## src/rtl/i2c_target_responder_if.sv

```systemverilog
// I2C pin bundle between a bus master and the target responder.
// sda_o is the target's open-drain drive: 1 = released, 0 = pull low.
interface i2c_target_responder_if;
    logic scl_i;
    logic sda_i;
    logic sda_o;

    modport master (output scl_i, output sda_i, input sda_o);
    modport slave  (input scl_i, input sda_i, output sda_o);
endinterface

```

## src/rtl/i2c_target_responder.sv

```systemverilog
// Oversampled I2C target with a preloadable register file, pointer auto-increment,
// repeated START support and read-side NACK reporting.
module i2c_target_responder #(
    parameter logic [6:0] TARGET_ADDR = 7'b0101011,
    parameter int         NUM_REGS    = 16,
    parameter int         PTR_W       = 4,
    parameter int         SYNC_STAGES = 2
) (
    input  logic                 PCLK,
    input  logic                 PRESET,
    i2c_target_responder_if.slave bus,
    input  logic                 cfg_we,
    input  logic [PTR_W-1:0]     cfg_addr,
    input  logic [7:0]           cfg_wdata,
    output logic                 busy,
    output logic                 rx_valid,
    output logic [PTR_W-1:0]     rx_ptr,
    output logic [7:0]           rx_data,
    output logic                 nack_seen,
    output logic [3:0]           state_dbg,
    output logic [PTR_W-1:0]     ptr_dbg
);

    typedef enum logic [3:0] {
        IDLE      = 4'd0,
        ADDR      = 4'd1,
        ADDR_ACK  = 4'd2,
        PTR       = 4'd3,
        PTR_ACK   = 4'd4,
        WDATA     = 4'd5,
        WDATA_ACK = 4'd6,
        RDATA     = 4'd7,
        RDATA_ACK = 4'd8,
        WAIT_STOP = 4'd9
    } state_t;

    state_t              state, state_n;
    logic [SYNC_STAGES-1:0] scl_sync, sda_sync;
    logic                scl_s, sda_s, scl_d, sda_d;
    logic                scl_rise, scl_fall, start_det, stop_det;
    logic [3:0]          cnt, cnt_n;
    logic [7:0]          shreg, shreg_n;
    logic [7:0]          byte_in;
    logic [PTR_W-1:0]    ptr, ptr_n;
    logic                sda_q, sda_n;
    logic                rx_valid_n, nack_n, wr_en;
    logic [PTR_W-1:0]    rx_ptr_n;
    logic [7:0]          rx_data_n;
    logic [7:0]          regs [NUM_REGS];

    // Synchronisers reset to the idle-bus level so reset release never fakes an edge.
    always_ff @(posedge PCLK) begin
        if (PRESET) begin
            scl_sync <= '1;
            sda_sync <= '1;
            scl_d    <= 1'b1;
            sda_d    <= 1'b1;
        end else begin
            scl_sync <= {scl_sync[SYNC_STAGES-2:0], bus.scl_i};
            sda_sync <= {sda_sync[SYNC_STAGES-2:0], bus.sda_i};
            scl_d    <= scl_s;
            sda_d    <= sda_s;
        end
    end

    assign scl_s     = scl_sync[SYNC_STAGES-1];
    assign sda_s     = sda_sync[SYNC_STAGES-1];
    assign scl_rise  = scl_s & ~scl_d;
    assign scl_fall  = ~scl_s & scl_d;
    assign start_det = scl_s & scl_d & sda_d & ~sda_s;
    assign stop_det  = scl_s & scl_d & ~sda_d & sda_s;
    assign byte_in   = {shreg[6:0], sda_s};

    assign busy      = (state != IDLE);
    assign bus.sda_o = sda_q;
    assign state_dbg = state;
    assign ptr_dbg   = ptr;

    always_ff @(posedge PCLK) begin
        if (PRESET) begin
            state     <= IDLE;
            cnt       <= '0;
            shreg     <= '0;
            ptr       <= '0;
            sda_q     <= 1'b1;
            rx_valid  <= 1'b0;
            rx_ptr    <= '0;
            rx_data   <= '0;
            nack_seen <= 1'b0;
        end else begin
            state     <= state_n;
            cnt       <= cnt_n;
            shreg     <= shreg_n;
            ptr       <= ptr_n;
            sda_q     <= sda_n;
            rx_valid  <= rx_valid_n;
            rx_ptr    <= rx_ptr_n;
            rx_data   <= rx_data_n;
            nack_seen <= nack_n;
        end
    end

    // Bus writes only occur while busy, so they never collide with a preload.
    always_ff @(posedge PCLK) begin
        if (PRESET) begin
            for (int i = 0; i < NUM_REGS; i++) regs[i] <= 8'h00;
        end else if (wr_en) begin
            regs[ptr] <= byte_in;
        end else if (cfg_we && !busy) begin
            regs[cfg_addr] <= cfg_wdata;
        end
    end

    // ACK states use cnt==8 for "drive low at next fall" and cnt==9 for "9th clock seen".
    always_comb begin
        state_n    = state;
        cnt_n      = cnt;
        shreg_n    = shreg;
        ptr_n      = ptr;
        sda_n      = sda_q;
        rx_valid_n = 1'b0;
        rx_ptr_n   = rx_ptr;
        rx_data_n  = rx_data;
        nack_n     = 1'b0;
        wr_en      = 1'b0;

        if (stop_det) begin
            state_n = IDLE;
            sda_n   = 1'b1;
        end else if (start_det) begin
            state_n = ADDR;
            cnt_n   = '0;
            sda_n   = 1'b1;
        end else begin
            case (state)
                IDLE: ;
                ADDR: begin
                    if (scl_rise) begin
                        shreg_n = byte_in;
                        cnt_n   = cnt + 4'd1;
                        if (cnt == 4'd7)
                            state_n = (byte_in[7:1] == TARGET_ADDR) ? ADDR_ACK : WAIT_STOP;
                    end
                end
                PTR: begin
                    if (scl_rise) begin
                        shreg_n = byte_in;
                        cnt_n   = cnt + 4'd1;
                        if (cnt == 4'd7) begin
                            ptr_n   = byte_in[PTR_W-1:0];
                            state_n = PTR_ACK;
                        end
                    end
                end
                WDATA: begin
                    if (scl_rise) begin
                        shreg_n = byte_in;
                        cnt_n   = cnt + 4'd1;
                        if (cnt == 4'd7) begin
                            wr_en      = 1'b1;
                            rx_valid_n = 1'b1;
                            rx_ptr_n   = ptr;
                            rx_data_n  = byte_in;
                            state_n    = WDATA_ACK;
                        end
                    end
                end
                ADDR_ACK, PTR_ACK, WDATA_ACK: begin
                    if (scl_rise) begin
                        cnt_n = 4'd9;
                    end else if (scl_fall) begin
                        if (cnt == 4'd9) begin
                            sda_n = 1'b1;
                            cnt_n = '0;
                            if (state == ADDR_ACK && shreg[0]) begin
                                shreg_n = regs[ptr];
                                sda_n   = regs[ptr][7];
                                state_n = RDATA;
                            end else if (state == ADDR_ACK) begin
                                state_n = PTR;
                            end else begin
                                if (state == WDATA_ACK) ptr_n = ptr + 1'b1;
                                state_n = WDATA;
                            end
                        end else begin
                            sda_n = 1'b0;
                        end
                    end
                end
                RDATA: begin
                    if (scl_rise) begin
                        shreg_n = {shreg[6:0], 1'b0};
                        cnt_n   = cnt + 4'd1;
                    end else if (scl_fall) begin
                        if (cnt == 4'd8) begin
                            sda_n   = 1'b1;
                            state_n = RDATA_ACK;
                        end else begin
                            sda_n = shreg[7];
                        end
                    end
                end
                RDATA_ACK: begin
                    if (scl_rise) begin
                        ptr_n = ptr + 1'b1;
                        if (sda_s) begin
                            nack_n  = 1'b1;
                            state_n = WAIT_STOP;
                        end else begin
                            cnt_n = 4'd9;
                        end
                    end else if (scl_fall && cnt == 4'd9) begin
                        shreg_n = regs[ptr];
                        sda_n   = regs[ptr][7];
                        cnt_n   = '0;
                        state_n = RDATA;
                    end
                end
                WAIT_STOP: sda_n = 1'b1;
                default: begin
                    state_n = IDLE;
                    sda_n   = 1'b1;
                end
            endcase
        end
    end

endmodule

```

## src/flat_wrapper.sv

```systemverilog
// flat-port wrapper written by rule: the top's interface ports become plain ports
module i2c_target_responder_flat 
#(
    parameter logic [6:0] TARGET_ADDR = 7'b0101011,
    parameter int         NUM_REGS    = 16,
    parameter int         PTR_W       = 4,
    parameter int         SYNC_STAGES = 2
)
  (PCLK, PRESET, cfg_we, cfg_addr, cfg_wdata, busy, rx_valid, rx_ptr, rx_data, nack_seen, state_dbg, ptr_dbg, bus_scl_i, bus_sda_i, bus_sda_o);
  i2c_target_responder_if bus_i ();
  input  logic PCLK;
  input  logic PRESET;
  input  logic cfg_we;
  input  logic [PTR_W-1:0] cfg_addr;
  input  logic [7:0] cfg_wdata;
  output logic busy;
  output logic rx_valid;
  output logic [PTR_W-1:0] rx_ptr;
  output logic [7:0] rx_data;
  output logic nack_seen;
  output logic [3:0] state_dbg;
  output logic [PTR_W-1:0] ptr_dbg;
  input wire logic [$bits(bus_i.scl_i)-1:0] bus_scl_i;
  input wire logic [$bits(bus_i.sda_i)-1:0] bus_sda_i;
  output wire logic [$bits(bus_i.sda_o)-1:0] bus_sda_o;
  assign bus_i.scl_i = bus_scl_i;
  assign bus_i.sda_i = bus_sda_i;
  assign bus_sda_o = bus_i.sda_o;
  i2c_target_responder #(.TARGET_ADDR(TARGET_ADDR), .NUM_REGS(NUM_REGS), .PTR_W(PTR_W), .SYNC_STAGES(SYNC_STAGES)) u_core (.PCLK(PCLK), .PRESET(PRESET), .bus(bus_i), .cfg_we(cfg_we), .cfg_addr(cfg_addr), .cfg_wdata(cfg_wdata), .busy(busy), .rx_valid(rx_valid), .rx_ptr(rx_ptr), .rx_data(rx_data), .nack_seen(nack_seen), .state_dbg(state_dbg), .ptr_dbg(ptr_dbg));
endmodule
```

## config.mk

```make
export PLATFORM = sky130hd
export DESIGN_NAME = i2c_target_responder_flat
export DESIGN_NICKNAME = d
export VERILOG_FILES = /design/src/rtl/i2c_target_responder_if.sv /design/src/rtl/i2c_target_responder.sv /design/src/flat_wrapper.sv
export SDC_FILE = /design/constraint.sdc
export NUM_CORES = 1
export LEC_CHECK = 0
export ABC_AREA = 1
export BUFFER_PORTS_ARGS = -buffer_cell sky130_fd_sc_hd__buf_2
export CAP_MARGIN = 20
export CORE_ASPECT_RATIO = 1.1
export CORE_MARGIN = 10
export CORE_UTILIZATION = 30
export CTS_BUF_LIST = sky130_fd_sc_hd__clkbuf_4 sky130_fd_sc_hd__clkbuf_8
export CTS_CLUSTER_SIZE = 28
export DETAILED_ROUTE_END_ITERATION = 12
export GPL_ROUTABILITY_DRIVEN = 1
export GPL_TIMING_DRIVEN = 0
export PLACE_DENSITY = 0.56
export SETUP_SLACK_MARGIN = 0.15
export SLEW_MARGIN = 25
export SYNTH_ARGS = -nofsm -noshare
export SYNTH_HDL_FRONTEND = slang
export SYNTH_SLANG_ARGS = --single-unit
```

## constraint.sdc

```tcl
create_clock -name PCLK -period 3.1 [get_ports PCLK]
set_clock_uncertainty 0.2 [all_clocks]
set_input_delay 0.31 -clock PCLK [delete_from_list [all_inputs] [get_ports PCLK]]
set_output_delay 0.31 -clock PCLK [all_outputs]
set_load 0.02 [all_outputs]
```

Yosys cells after proc, flatten, opt, wreduce, memory -nomap -nowiden --
Memories as Yosys holds them, arrays and structs flattened. A register that Yosys moved wholly into a read port is not among the register bits. Cells that the tools add are included. W data, S select, Z words.
Storage, ports and cells: register bits 41, bits in latches 0, bits in writable memories 128, bits in read-only memories 0, output and inout port bits 24, logic and storage cells 196, memories kept 1
Memories:
- u_core.regs | words 16, bits a word 8, rd ports 1, clocked after Yosys merged registers in 1, wr ports 16, line i2c_target_responder.sv:49 | logic [7:0] regs [NUM_REGS];
Operators by class: $add $sub $neg 2, multipliers 0, divide/modulo/power cells 0, magnitude comparators 0, equal/unequal tests 55, shift operators 0, multiplexer cells 81, bitwise operators 17, reduce and logical (&&, ||, !) cells 26
Operators by type and width (number):
- $mux W4 | 38
- $mux W8 | 10
- $ne A3 B1 Y1 const B | 12
- $ne A2 B1 Y1 const B | 17
- $pmux W8 S4 | 1
- $reduce_and A15 Y1 | 2
- $pmux W4 S7 | 1
- $mux W1 | 27
- $pmux W4 S3 | 2
- $eq A4 B3 Y1 const B | 5
- $eq A4 B4 Y1 const B | 4
- $reduce_or A8 Y1 | 2
- $reduce_and A7 Y1 | 2
- $ne A4 B1 Y1 const B | 3
- $reduce_and A12 Y1 | 1
- $reduce_bool A4 Y1 | 3
- $reduce_and A11 Y1 | 1
- $ne A2 B2 Y1 const B | 5
- $not A1 Y1 | 10
- $reduce_or A3 Y1 | 3
- $add A4 B1 Y4 const B | 2
- $eq A4 B2 Y1 const B | 2
- $reduce_or A4 Y1 | 2
- $and A1 B1 Y1 | 7
- 15 further kinds | 19

Longest topological paths before layout --
Gate-level depths: netlist of run 1.
depth in word-level cells 12, depth in mapped cells 13

Least setup slack after synthesis of run 1 --
No wires, ideal clock.
path kind register to register, start register u_core.state[0] (netlist: u_core.state_dbg[0]), end memory u_core.regs[4][0], enable pin, arrival 1.943 ns, data required time 2.571 ns, slack 0.628 ns, stages on the path, launching flop included 11, path buffers 0, path through dfxtp_1 -> inv_2 -> nor2_2 -> nand2_1 -> nor2_1 -> nand2_1 -> o21ai_2 -> inv_2 -> nor3_4 -> nand2_4 -> nand2_1
RTL lines:
- start, declared | line i2c_target_responder.sv:37 | state_t state, state_n;
- start signal, assigned | line i2c_target_responder.sv:91 | state <= state_n;
- end, declared | line i2c_target_responder.sv:49

==> results of run 1 <==
==> cell usage in the layout, fill, tap and decap left out, types with 17 or more instances in the layout <==
cell type / count
sky130_fd_sc_hd__a21oi_1: 77
sky130_fd_sc_hd__buf_2: 49
sky130_fd_sc_hd__clkbuf_1: 27
sky130_fd_sc_hd__clkbuf_8: 17
sky130_fd_sc_hd__dfxtp_1: 44
sky130_fd_sc_hd__edfxtp_1: 128
sky130_fd_sc_hd__inv_1: 52
sky130_fd_sc_hd__nand2_1: 229
sky130_fd_sc_hd__nand2_2: 20
sky130_fd_sc_hd__nand3_1: 69
sky130_fd_sc_hd__nor2_1: 192
sky130_fd_sc_hd__o21ai_0: 53
==> worst min-delay path, stage by stage <==
cell	delay, ns
sky130_fd_sc_hd__buf_2	0.08
sky130_fd_sc_hd__o21ai_2	0.16
sky130_fd_sc_hd__nor2_2	0.14
==> power by group <==
group          total (W)  leakage (nW)  internal [W]  switching (W)
Sequential       0.00293          1.69       0.00275       0.000187
Combinational    0.00382          2.16       0.00100        0.00282
Clock            0.00159         0.189      0.000662       0.000926
Total            0.00835          4.04       0.00441        0.00394
==> logic make-up (layout without fill, tap and decap cells) <==
kind of cell / after synthesis / count (layout)
AOI/OAI and AO/OA: 147 / 147
xor gates and xnor gates: 4 / 4
adders and majority gates: 7 / 7
buffers and inverters: 108 / 190
DFF: 173 / 173
and+or+nand+nor: 562 / 562
==> layer usage <==
layer | track usage, % | up-vias | share of wire (%)
li1 | - | 3441 | -
met1 | 18.1 | 3358 | 44
met2 | 22.8 | 250 | 47
met3 | 2.38 | 35 | 5.9
met4 | 7.05 | 0 | 3.3
met5 | 0 | - | 0
==> timing repair <==
action,CTS,global route
pin swaps,3,1
setup buffers,3,2
endpoints found under the setup margin,105,162
gates resized for setup,5,20
hold buffers,5,0
endpoints found under the hold margin,5,0
==> state kept, by name, indices dropped and copies added, names as in the netlist, 2 cells and up, named ones only <==
signal and count:
u_core.rx_ptr 4, u_core.scl_sync 2, u_core.regs 128, u_core.rx_data 8, u_core.state_dbg 4, u_core.ptr_dbg 4, u_core.sda_sync 2, u_core.cnt 4
u_core.shreg 8
==> area by class of cell <==
cell class	instances	area [sq um]	share of cell area (%)
Timing Repair Buffer	50	325	3.32
Tap cell	363	454	4.64
Buffer	43	178	1.81
Clock inverter	15	153	1.56
Inverter	65	244	2.49
Sequential cell	173	4750	48.5
Clock buffer	17	234	2.39
Multi-Input combinational cell	720	3460	35.3
==> cell usage after synthesis (all sizes together) <==
| master | number | area (sq um) |
|---|---|---|
| nor3 | 10 | 95.1 |
| dfxtp | 45 | 901 |
| nand2 | 262 | 1090 |
| nand3 | 71 | 380 |
| or2 | 5 | 31.3 |
| xnor2 | 1 | 8.76 |
| o211ai | 4 | 30.0 |
| ha | 7 | 87.6 |
| nor2 | 209 | 857 |
| edfxtp | 128 | 3840 |
| nand3b | 1 | 7.51 |
| o21ai | 66 | 372 |
| inv | 64 | 240 |
| clkbuf | 28 | 105 |
| nand4 | 4 | 25.0 |
| buf | 15 | 71.3 |
| xor2 | 3 | 26.3 |
| clkinv | 1 | 3.75 |
| a21oi | 77 | 385 |
==> worst paths after layout <==
path	end
setup / recovery	u_core.regs[6][3]
hold / removal	u_core.regs[4][7]
setup reg to reg	u_core.regs[6][3]
hold reg to reg	u_core.sda_sync[1]
==> stage by stage <==
stage                     hold slack (ns)  total power, W  utilization (%)  cells  worst slack (ns)
after floorplan                     0.182         0.00544                -   1001             0.628
after global placement              0.193         0.00668             33.0   1404          -0.00441
after detailed placement            0.202         0.00669             33.0   1404            0.0209
after CTS                           0.141         0.00831             34.8   1444             0.144
after global routing                0.129         0.00891             35.0   1446            0.0914
final                               0.123         0.00835             35.0   1446             0.265
==> implementation parameters, run 1 <==
Parameter                              Value

Synth
  Post-synthesis sequential element count ... 173
  Yosys warning count ... 0
  Summed instance area of the synthesized netlist ... 8560 sq um
  Simple-gate area share of the yosys netlist ... 29.0%
  Compound-Gate Fraction of Synth Area ... 9.19%
  Number of instances in the synthesized netlist ... 1001
  Mapped Nets ... 1025
  Mean Syn Cell Area ... 8.55 sq um
  Combinational family with the most area after synthesis ... simple AND/OR/NAND/NOR gates
  Mux share of post-synthesis cell area ... 0%
  Portion of the post-synthesis area used by sequential elements ... 55.4%
  Synthesized-area fraction occupied by xor and xnor cells ... 0.409%
  Post-synthesis share of cell area spent on full adders, half adders and majority gates ... 1.02%
  Yosys cell types ... 31

CTS
  Clock transition at the registers of the reported paths ... 0.11 ns
  Clock network latency to the later pin of the worst-skew pair ... 0.48 ns
  Clock Tree Buf Depth ... 2
  Clock tree from TritonCTS ... built
  Cts bufs inserted ... 17
  H-tree level count ... 4
  Root cell of the clock tree ... sky130_fd_sc_hd__clkbuf_8
  Clock Sinks ... 173

Critical path
  Sort of element at the end of the critical path ... register
  Largest fanout of any net on the critical path ... 10
  Launching instance or port of the critical path ... u_core.state_dbg[2]
  Slack of the worst reg-to-reg path ... 0.26 ns
  Start-to-end type of the worst setup path ... register to register
  Depth of the worst register-to-register path ... 8
  Highest-delay cell along the critical path ... sky130_fd_sc_hd__o21ai_1
  Worst path cell trace ... inv_2 > nand2_1 > nor2_4 > nand3_4 > buf_1 > o21ai_1 > buf_2 > nor2_1
  CP startpoint kind ... register
  CP required ... 3.11 ns
  Buffers plus inverters on the worst setup path ... 3
  Critical path arrival ... 2.85 ns
  RR Startpoint ... u_core.state_dbg[2]
  CP max stage delay ... 0.67 ns
  Crit. path cell count ... 8
  Top Family by Delay on Critical Path ... buffers and inverters

Timing
  Setup violation total in the final timing report ... 0
  Highest clock rate ... 353 MHz
  Final-layout setup total negative slack ... 0 ns
  Setup repair after global routing missed its margin ... yes
  Final-report hold violation count ... 0
  Tmin final ... 2.84 ns
  Slew at the pin with the worst max-slew slack ... 0.985 ns
  Max-slew violations ... 0
  Remaining max-slew budget at the tightest pin ... 34.3%
  Final clock period utilization by the worst path ... 91.5%

Floorplanning
  Vertical extent of the die ... 197 um
  Number of top-level pins ... 41
  Total core area ... 27900 sq um
  Die Outline Area ... 35700 sq um
  Starting density of the core ... 30.6%
  Site Rows ... 64
  Overall die width ... 181 um

Run status
  Run status ... complete, no violations

Global routing
  Global-route wire length before repair ... 40.0 mm
  Total grt overflow ... 0
  Pin count of the biggest net entering global routing ... 18
  Number of antenna violations at the first check in global routing ... 0
  All-Layer GR Usage ... 14.2%
  Via count of the first global-routing pass ... 7156

Route
  Total vias in the final route ... 7084
  Number of vias per cell ... 4.90
  Drt initial violations ... 577
  Routed WL ... 25.3 mm
  WL/cell ... 17.5 um
  DRC violation count after routing ... 0
  Length of the first detailed-routing pass in iterations ... 4
  Antenna Violating Nets Remaining ... 0

Power and ir drop
  IR drop worst, VDD ... 455 uV
  Static Leak ... 4.04 nW
  Total power per unit cell area ... 852 nW/um^2

Finish
  Net total in the final layout ... 1094
  Area growth from synthesis to layout ... 14.4%
  Number of filler instances in the final layout ... 2855
  Antenna Cells ... 0
  Non-Filler Cell Area, Final ... 9790 sq um
  Layout cell share with drive strength beyond 1 ... 16.0%

Placed design
  DPL Wire Length ... 18.7 mm
  Gpl congestion ... 0.953
  Post-Place Cell Area ... 9210 sq um
  Number of port buffers ... 40

Min path
  Cell depth of the worst hold path ... 3
  Kind of path behind the tightest hold check ... primary input to register
  Worst min-delay path startpoint ... cfg_wdata[7]

Run
  Max-capacitance violation count ... 0
No activity file was read; power rests on OpenSTA's default activity.
==> run 2, diff against run 1 <==
Settings changed: ABC_AREA 1 to unset.
==> implementation parameters, run 2 <==
Parameter                              Value

Synth
  Yosys cell types ... 65 (+110%)
  Yosys warning count ... 0 (unchanged)
  Portion of the post-synthesis area used by sequential elements ... 57.5% (+2.0 points)
  Mapped Nets ... 722 (-30%)
  Number of instances in the synthesized netlist ... 698 (-30%)
  Top cell types by occurrence after synthesis ... sky130_fd_sc_hd__nor2_1, sky130_fd_sc_hd__edfxtp_1, sky130_fd_sc_hd__nand2_1, sky130_fd_sc_hd__dfxtp_1, sky130_fd_sc_hd__mux4_2
  Summed instance area of the synthesized netlist ... 8260 sq um (-3.5%)
  Post-synthesis sequential element count ... 173 (unchanged)
  Most frequent cell after synthesis ... sky130_fd_sc_hd__nor2_1
  Top area cells in the synthesized netlist ... sky130_fd_sc_hd__edfxtp_1, sky130_fd_sc_hd__dfxtp_1, sky130_fd_sc_hd__mux4_2
  Cell type contributing the most total cell area after synthesis ... sky130_fd_sc_hd__edfxtp_1
  Post-synthesis async set-or-reset flop share ... 0% (unchanged)
  Top FF cell, synth ... sky130_fd_sc_hd__edfxtp_1
  EDFF count, synth ... 128 (unchanged)
  Portion of synthesized cell area occupied by the leading cell type ... 46.6% (+1.6 points)
  Mean Syn Cell Area ... 11.8 sq um (+38%)

CTS
  Clock tree from TritonCTS ... built
  Clock network latency to the later pin of the worst-skew pair ... 0.46 ns (-0.02 ns)
  Clock transition at the registers of the reported paths ... 0.10 ns (about the same)
  H-tree level count ... 4 (unchanged)
  Clock Tree Buf Depth ... 2 (unchanged)
  Clock Sinks ... 173 (unchanged)
  Root cell of the clock tree ... sky130_fd_sc_hd__clkbuf_8
  Cts bufs inserted ... 17 (unchanged)

Global routing
  Via count of the first global-routing pass ... 5803 (-19%)
  Number of antenna violations at the first check in global routing ... 0 (unchanged)
  Pin count of the biggest net entering global routing ... 18 (unchanged)
  All-Layer GR Usage ... 13.2% (-0.96 points)
  Global-route wire length before repair ... 35.1 mm (-12%)
  Total grt overflow ... 0 (unchanged)

Floorplanning
  Total core area ... 27000 sq um (-3.3%)
  Number of top-level pins ... 41 (unchanged)
  Die Outline Area ... 34600 sq um (-3.2%)
  Starting density of the core ... 30.5% (-0.089 points)
  Overall die width ... 178 um (-1.6%)
  Site Rows ... 63 (-1.6%)
  Vertical extent of the die ... 194 um (-1.6%)

Power and ir drop
  Power dissipated by switching net loads ... 0.00115 W (-71%)
  Pint ... 0.00332 W (-25%)
  Switching part of the total ... 25.7% (-21 points)
  Portion of total power attributed to sequential cells ... 57.6% (+23 points)
  Share of total power in the clock network ... 36.0% (+17 points)
  Static Leak ... 3.38 nW (-16%)
  IR drop worst, VDD ... 244 uV (-46%)
  Total power per unit cell area ... 468 nW/um^2 (-45%)
  Logic gate share of total power ... 6.5% (-39 points)

Finish
  Cell Count, Final, Fillers Out ... 1130 (-22%)
  Layout cell share with drive strength beyond 1 ... 26.4% (+10 points)
  Leading cell types in the layout, fill and taps excluded ... sky130_fd_sc_hd__nor2_1, sky130_fd_sc_hd__edfxtp_1, sky130_fd_sc_hd__buf_2
  Register ranked first by flip-flop count ... u_core.regs
  Area growth from synthesis to layout ... 15.6%
  Net total in the final layout ... 784 (-28%)
  Registers with the highest flip-flop counts ... u_core.regs (128), u_core.rx_data (8), u_core.shreg (8)
  Antenna Cells ... 0 (unchanged)
  Most common library cell in the layout ignoring fill and taps ... sky130_fd_sc_hd__nor2_1
  Flip-flop count of the largest register after layout ... 128 (unchanged)

Placed design
  Number of port buffers ... 39 (-2.5%)
  Gpl congestion ... 0.901 (-5.5%)
  Cell total after placement ... 1094 (-22%)
  DPL Wire Length ... 17.1 mm (-8.9%)

Critical path
  Start-to-end type of the worst setup path ... register to register
  Largest fanout of any net on the critical path ... 9 (-1)
  Critical path arrival ... 2.84 ns (about the same)
  Sort of element at the end of the critical path ... register
  CP required ... 3.07 ns (-0.04 ns)
  CP startpoint kind ... register

Timing
  Remaining max-slew budget at the tightest pin ... 51.3% (+17 points)
  Slew at the pin with the worst max-slew slack ... 0.730 ns (-0.255 ns)
  Worst Hold Margin ... 0.0874 ns (-0.0358 ns)
  Highest clock rate ... 349 MHz (-1.1%)
  Setup repair after global routing missed its margin ... yes
  Final-report hold violation count ... 0 (unchanged)
  Setup violation total in the final timing report ... 0 (unchanged)
  Final clock period utilization by the worst path ... 92.5% (+1.1 points)
  Final-layout setup total negative slack ... 0 ns (unchanged)
  Max-slew violations ... 0 (unchanged)
  Tmin final ... 2.87 ns (+0.0329 ns)

Route
  Total vias in the final route ... 5752 (-19%)
  Number of vias per cell ... 5.09 (+3.9%)
  Antenna Violating Nets Remaining ... 0 (unchanged)
  WL/cell ... 20.6 um (+18%)
  Drt initial violations ... 533 (-7.6%)
  Routed WL ... 23.2 mm (-7.9%)
  DRC violation count after routing ... 0 (unchanged)
  Length of the first detailed-routing pass in iterations ... 5 (+1)

Run
  Max-capacitance violation count ... 0 (unchanged)

Min path
  Kind of path behind the tightest hold check ... primary input to register

Run status
  Run status ... complete, no violations
## run 2: cell families after synthesis
logic type / after synthesis / share of synthesized area (%)
multiplexers: 57 / 12.3
flip-flops: 173 / 57.5
AO/OA/AOI/OAI: 103 / 9.02
XOR/XNOR: 1 / 0.106
AND/OR/NAND/NOR: 302 / 16.7
adder cells (fa/ha/maj): 7 / 1.06
buffers and inverters: 55 / 3.38
## run 2: power by group through the flow
stage	clock [W]	sequential (W)	combinational, W
after CTS	0.00163	0.00257	0.000275
final	0.00161	0.00257	0.000288
after global routing	0.00173	0.00258	0.000310
after global placement	0	0.00262	0.000261
after floorplan	0	0.00261	0.000170
after detailed placement	0	0.00262	0.000262
## run 2: worst paths after layout
kind,start,to,slack [ns],depth (start not counted)
worst max-delay path,u_core.cnt[0],u_core.regs[10][1],0.23,7
worst min-delay path,cfg_wdata[3],u_core.regs[2][3],0.09,3
worst max register to register,u_core.cnt[0],u_core.regs[10][1],0.23,7
worst min register to register,u_core.sda_sync[0],u_core.sda_sync[1],0.22,1
## run 2: stage by stage
stage | total power, W | util [%] | setup slack [ns] | cell area (sq um)
after floorplan | 0.00278 | - | 0.583 | 8260
after global placement | 0.00288 | 32.9 | -0.198 | 8900
after detailed placement | 0.00289 | 32.9 | -0.224 | 8900
after CTS | 0.00448 | 34.8 | 0.0221 | 9410
after global routing | 0.00461 | 35.3 | 0.0928 | 9550
final | 0.00446 | 35.3 | 0.232 | 9550
## run 2: metal layers
layer | track usage, % | wire (um)
met3 | 2.73 | 1090
met2 | 22.9 | 12000
met4 | 3.66 | 488
met5 | 0 | 0
met1 | 16.2 | 9700
## run 2: layout make-up
| cell class | count | area (sq um) |
|---|---|---|
| inverters | 14 | 52.6 |
| clock inverters | 15 | 150 |
| well taps | 357 | 447 |
| clock buffers | 17 | 234 |
| repair buffers | 43 | 230 |
| plain buffers | 41 | 228 |
| fillers | 2707 | 17500 |
| multi-input cells | 470 | 3460 |
| flip-flops and latches | 173 | 4740 |
## run 2: what timing repair did
action | in CTS | in global routing
resized for setup | 38 | 25
hold buffers | 2 | 0
buffers inserted | 0 | 2
endpoints found under the hold margin | 2 | 0
gates cloned | 0 | 0
endpoints found under the setup margin | 148 | 196
## run 2: worst max-delay path: stages (launching register included)
cell and delay [ns]:
sky130_fd_sc_hd__dfxtp_1 0.42, sky130_fd_sc_hd__ha_1 0.24, sky130_fd_sc_hd__and4b_1 0.32, sky130_fd_sc_hd__nand3_1 0.21
sky130_fd_sc_hd__o32a_1 0.39, sky130_fd_sc_hd__nor2_2 0.31, sky130_fd_sc_hd__nand2_2 0.25, sky130_fd_sc_hd__nand2b_4 0.23
==> run 3, diff against run 2 <==
Settings changed: RECOVER_POWER set to 50, SKIP_CTS_REPAIR_TIMING set to 1.
==> implementation parameters, run 3 (synthesized netlist as in run 2, its figures left out) <==
Parameter                              Value

Run status
  Run status ... complete, no violations

Finish
  Area growth from synthesis to layout ... 14.0%
  Net total in the final layout ... 782 (-0.26%)
  Antenna Cells ... 0 (unchanged)
  Layout cell share with drive strength beyond 1 ... 22.7% (-3.7 points)
  Leading cell types in the layout, fill and taps excluded ... sky130_fd_sc_hd__nor2_1, sky130_fd_sc_hd__edfxtp_1, sky130_fd_sc_hd__nand2_1
  Flip-flop count of the largest register after layout ... 128 (unchanged)
  Register ranked first by flip-flop count ... u_core.regs
  Cell Count, Final, Fillers Out ... 1128 (-0.18%)
  Registers with the highest flip-flop counts ... u_core.regs (128), u_core.rx_data (8), u_core.shreg (8)
  Most common library cell in the layout ignoring fill and taps ... sky130_fd_sc_hd__nor2_1

Route
  Total vias in the final route ... 5731 (-0.37%)
  Length of the first detailed-routing pass in iterations ... 4 (-1)
  WL/cell ... 20.6 um (+0.19%)
  Routed WL ... 23.2 mm (about the same)
  Drt initial violations ... 505 (-5.3%)
  Antenna Violating Nets Remaining ... 0 (unchanged)
  DRC violation count after routing ... 0 (unchanged)
  Number of vias per cell ... 5.08 (-0.19%)

Global routing
  All-Layer GR Usage ... 13.1% (-0.094 points)
  Pin count of the biggest net entering global routing ... 18 (unchanged)
  Total grt overflow ... 0 (unchanged)
  Via count of the first global-routing pass ... 5762 (-0.71%)
  Number of antenna violations at the first check in global routing ... 0 (unchanged)
  Global-route wire length before repair ... 34.8 mm (-0.73%)

Power and ir drop
  Total power per unit cell area ... 474 nW/um^2 (+1.3%)
  Switching part of the total ... 25.7% (+0.038 points)
  Logic gate share of total power ... 6.3% (-0.2 points)
  Share of total power in the clock network ... 36.1% (about the same)
  Power dissipated by switching net loads ... 0.00115 W (about the same)
  Pint ... 0.00331 W (-0.18%)
  Static Leak ... 3.25 nW (-3.7%)
  Portion of total power attributed to sequential cells ... 57.6% (about the same)
  Total chip power ... 0.00446 W (-0.13%)
  IR drop worst, VDD ... 245 uV (+0.34%)

Critical path
  CP max stage delay ... 0.69 ns (+0.27 ns)
  Start-to-end type of the worst setup path ... register to register
  Top Family by Delay on Critical Path ... buffers and inverters
  Largest fanout of any net on the critical path ... 10 (+1)
  Highest-delay cell along the critical path ... sky130_fd_sc_hd__mux2i_2
  Most Frequent Cell on Critical Path ... sky130_fd_sc_hd__buf_2
  Buffers plus inverters on the worst setup path ... 4 (+4)
  CP required ... 3.12 ns (+0.05 ns)
  Sort of element at the end of the critical path ... register
  Worst path cell trace ... buf_2 > nor2_4 > nand4b_1 > buf_2 > buf_6 > mux2i_2 > buf_2 > nor2_1
  CP startpoint kind ... register
  Critical path arrival ... 3.02 ns (+0.18 ns)

Timing
  Final-report hold violation count ... 0 (unchanged)
  Worst Hold Margin ... 0.0832 ns (-0.00416 ns)
  Tmin final ... 3.01 ns (+0.141 ns)
  Setup repair after global routing missed its margin ... yes
  Final worst-path setup slack ... 0.0907 ns (-0.141 ns)
  Slew at the pin with the worst max-slew slack ... 0.765 ns (+0.0353 ns)
  Highest clock rate ... 332 MHz (-4.7%)
  Remaining max-slew budget at the tightest pin ... 48.0% (-3.4 points)
  Setup violation total in the final timing report ... 0 (unchanged)
  Max-slew violations ... 0 (unchanged)
  Final clock period utilization by the worst path ... 97.1% (+4.6 points)
  Final-layout setup total negative slack ... 0 ns (unchanged)

Min path
  Kind of path behind the tightest hold check ... primary input to register

Placed design
  DPL Wire Length ... 17.1 mm (unchanged)
  Number of port buffers ... 39 (unchanged)
  Pre-CTS setup slack ... -0.224 ns (unchanged)
  Gpl congestion ... 0.901 (unchanged)
  Cell total after placement ... 1094 (unchanged)

Floorplanning
  Total core area ... 27000 sq um (unchanged)
  Die Outline Area ... 34600 sq um (unchanged)
  Site Rows ... 63 (unchanged)
  Starting density of the core ... 30.5% (unchanged)
  Number of top-level pins ... 41 (unchanged)
  Vertical extent of the die ... 194 um (unchanged)
  Overall die width ... 178 um (unchanged)

CTS
  Clock Tree Buf Depth ... 2 (unchanged)
  Clock tree from TritonCTS ... built
  H-tree level count ... 4 (unchanged)
  Clock Sinks ... 173 (unchanged)
  Clock network latency to the later pin of the worst-skew pair ... 0.46 ns (about the same)
  Clock transition at the registers of the reported paths ... 0.10 ns (about the same)
  Root cell of the clock tree ... sky130_fd_sc_hd__clkbuf_8
  Cts bufs inserted ... 17 (unchanged)

Run
  Max-capacitance violation count ... 0 (unchanged)
[run 3: layout make-up]
cell class | count | area (sq um)
well taps | 357 | 447
inverters | 14 | 52.6
clock buffers | 17 | 234
multi-input cells | 470 | 3380
flip-flops and latches | 173 | 4740
repair buffers | 41 | 191
plain buffers | 41 | 215
clock inverters | 15 | 150
fillers | 2722 | 17600
[run 3: routing by layer]
metal	vias to the layer above	GRT usage, %	share of wire [%]
li1	2664	-	-
met1	2864	16.1	42
met4	0	3.30	1.9
met3	29	2.67	4.5
met2	174	22.9	51
met5	-	0	0
[run 3: worst paths after layout]
path                                     startpoint            endpoint  slack [ns]  cells past startpoint
worst max-delay path            u_core.state_dbg[3]  u_core.regs[10][3]        0.09                      8
worst min-delay path                   cfg_wdata[6]  u_core.regs[15][6]        0.08                      3
worst max register to register  u_core.state_dbg[3]  u_core.regs[10][3]        0.09                      8
worst min register to register   u_core.sda_sync[0]  u_core.sda_sync[1]        0.22                      1
[run 3: worst reg2reg max path, cell delays in order, from the launching register on]
cell and delay, ns:
sky130_fd_sc_hd__dfxtp_1 0.38, sky130_fd_sc_hd__buf_2 0.27, sky130_fd_sc_hd__nor2_4 0.11, sky130_fd_sc_hd__nand4b_1 0.15, sky130_fd_sc_hd__buf_2 0.26, sky130_fd_sc_hd__buf_6 0.23
sky130_fd_sc_hd__mux2i_2 0.70, sky130_fd_sc_hd__buf_2 0.38, sky130_fd_sc_hd__nor2_1 0.08
[run 3: power by group through the flow]
stage	Sequential, W	Clock, W	Combinational [W]
3_5_place_dp	0.00262	0	0.000262
3_3_place_gp	0.00262	0	0.000261
4_1_cts	0.00257	0.00163	0.000263
2_1_floorplan	0.00261	0	0.000170
5_1_grt	0.00258	0.00173	0.000299
6_report	0.00257	0.00161	0.000279
[run 3: metrics by stage]
stage / instance area [sq um] / util (%)
2_1_floorplan: 8260 / -
3_3_place_gp: 8900 / 32.9
3_5_place_dp: 8900 / 32.9
4_1_cts: 9280 / 34.3
5_1_grt: 9420 / 34.8
6_report: 9420 / 34.8
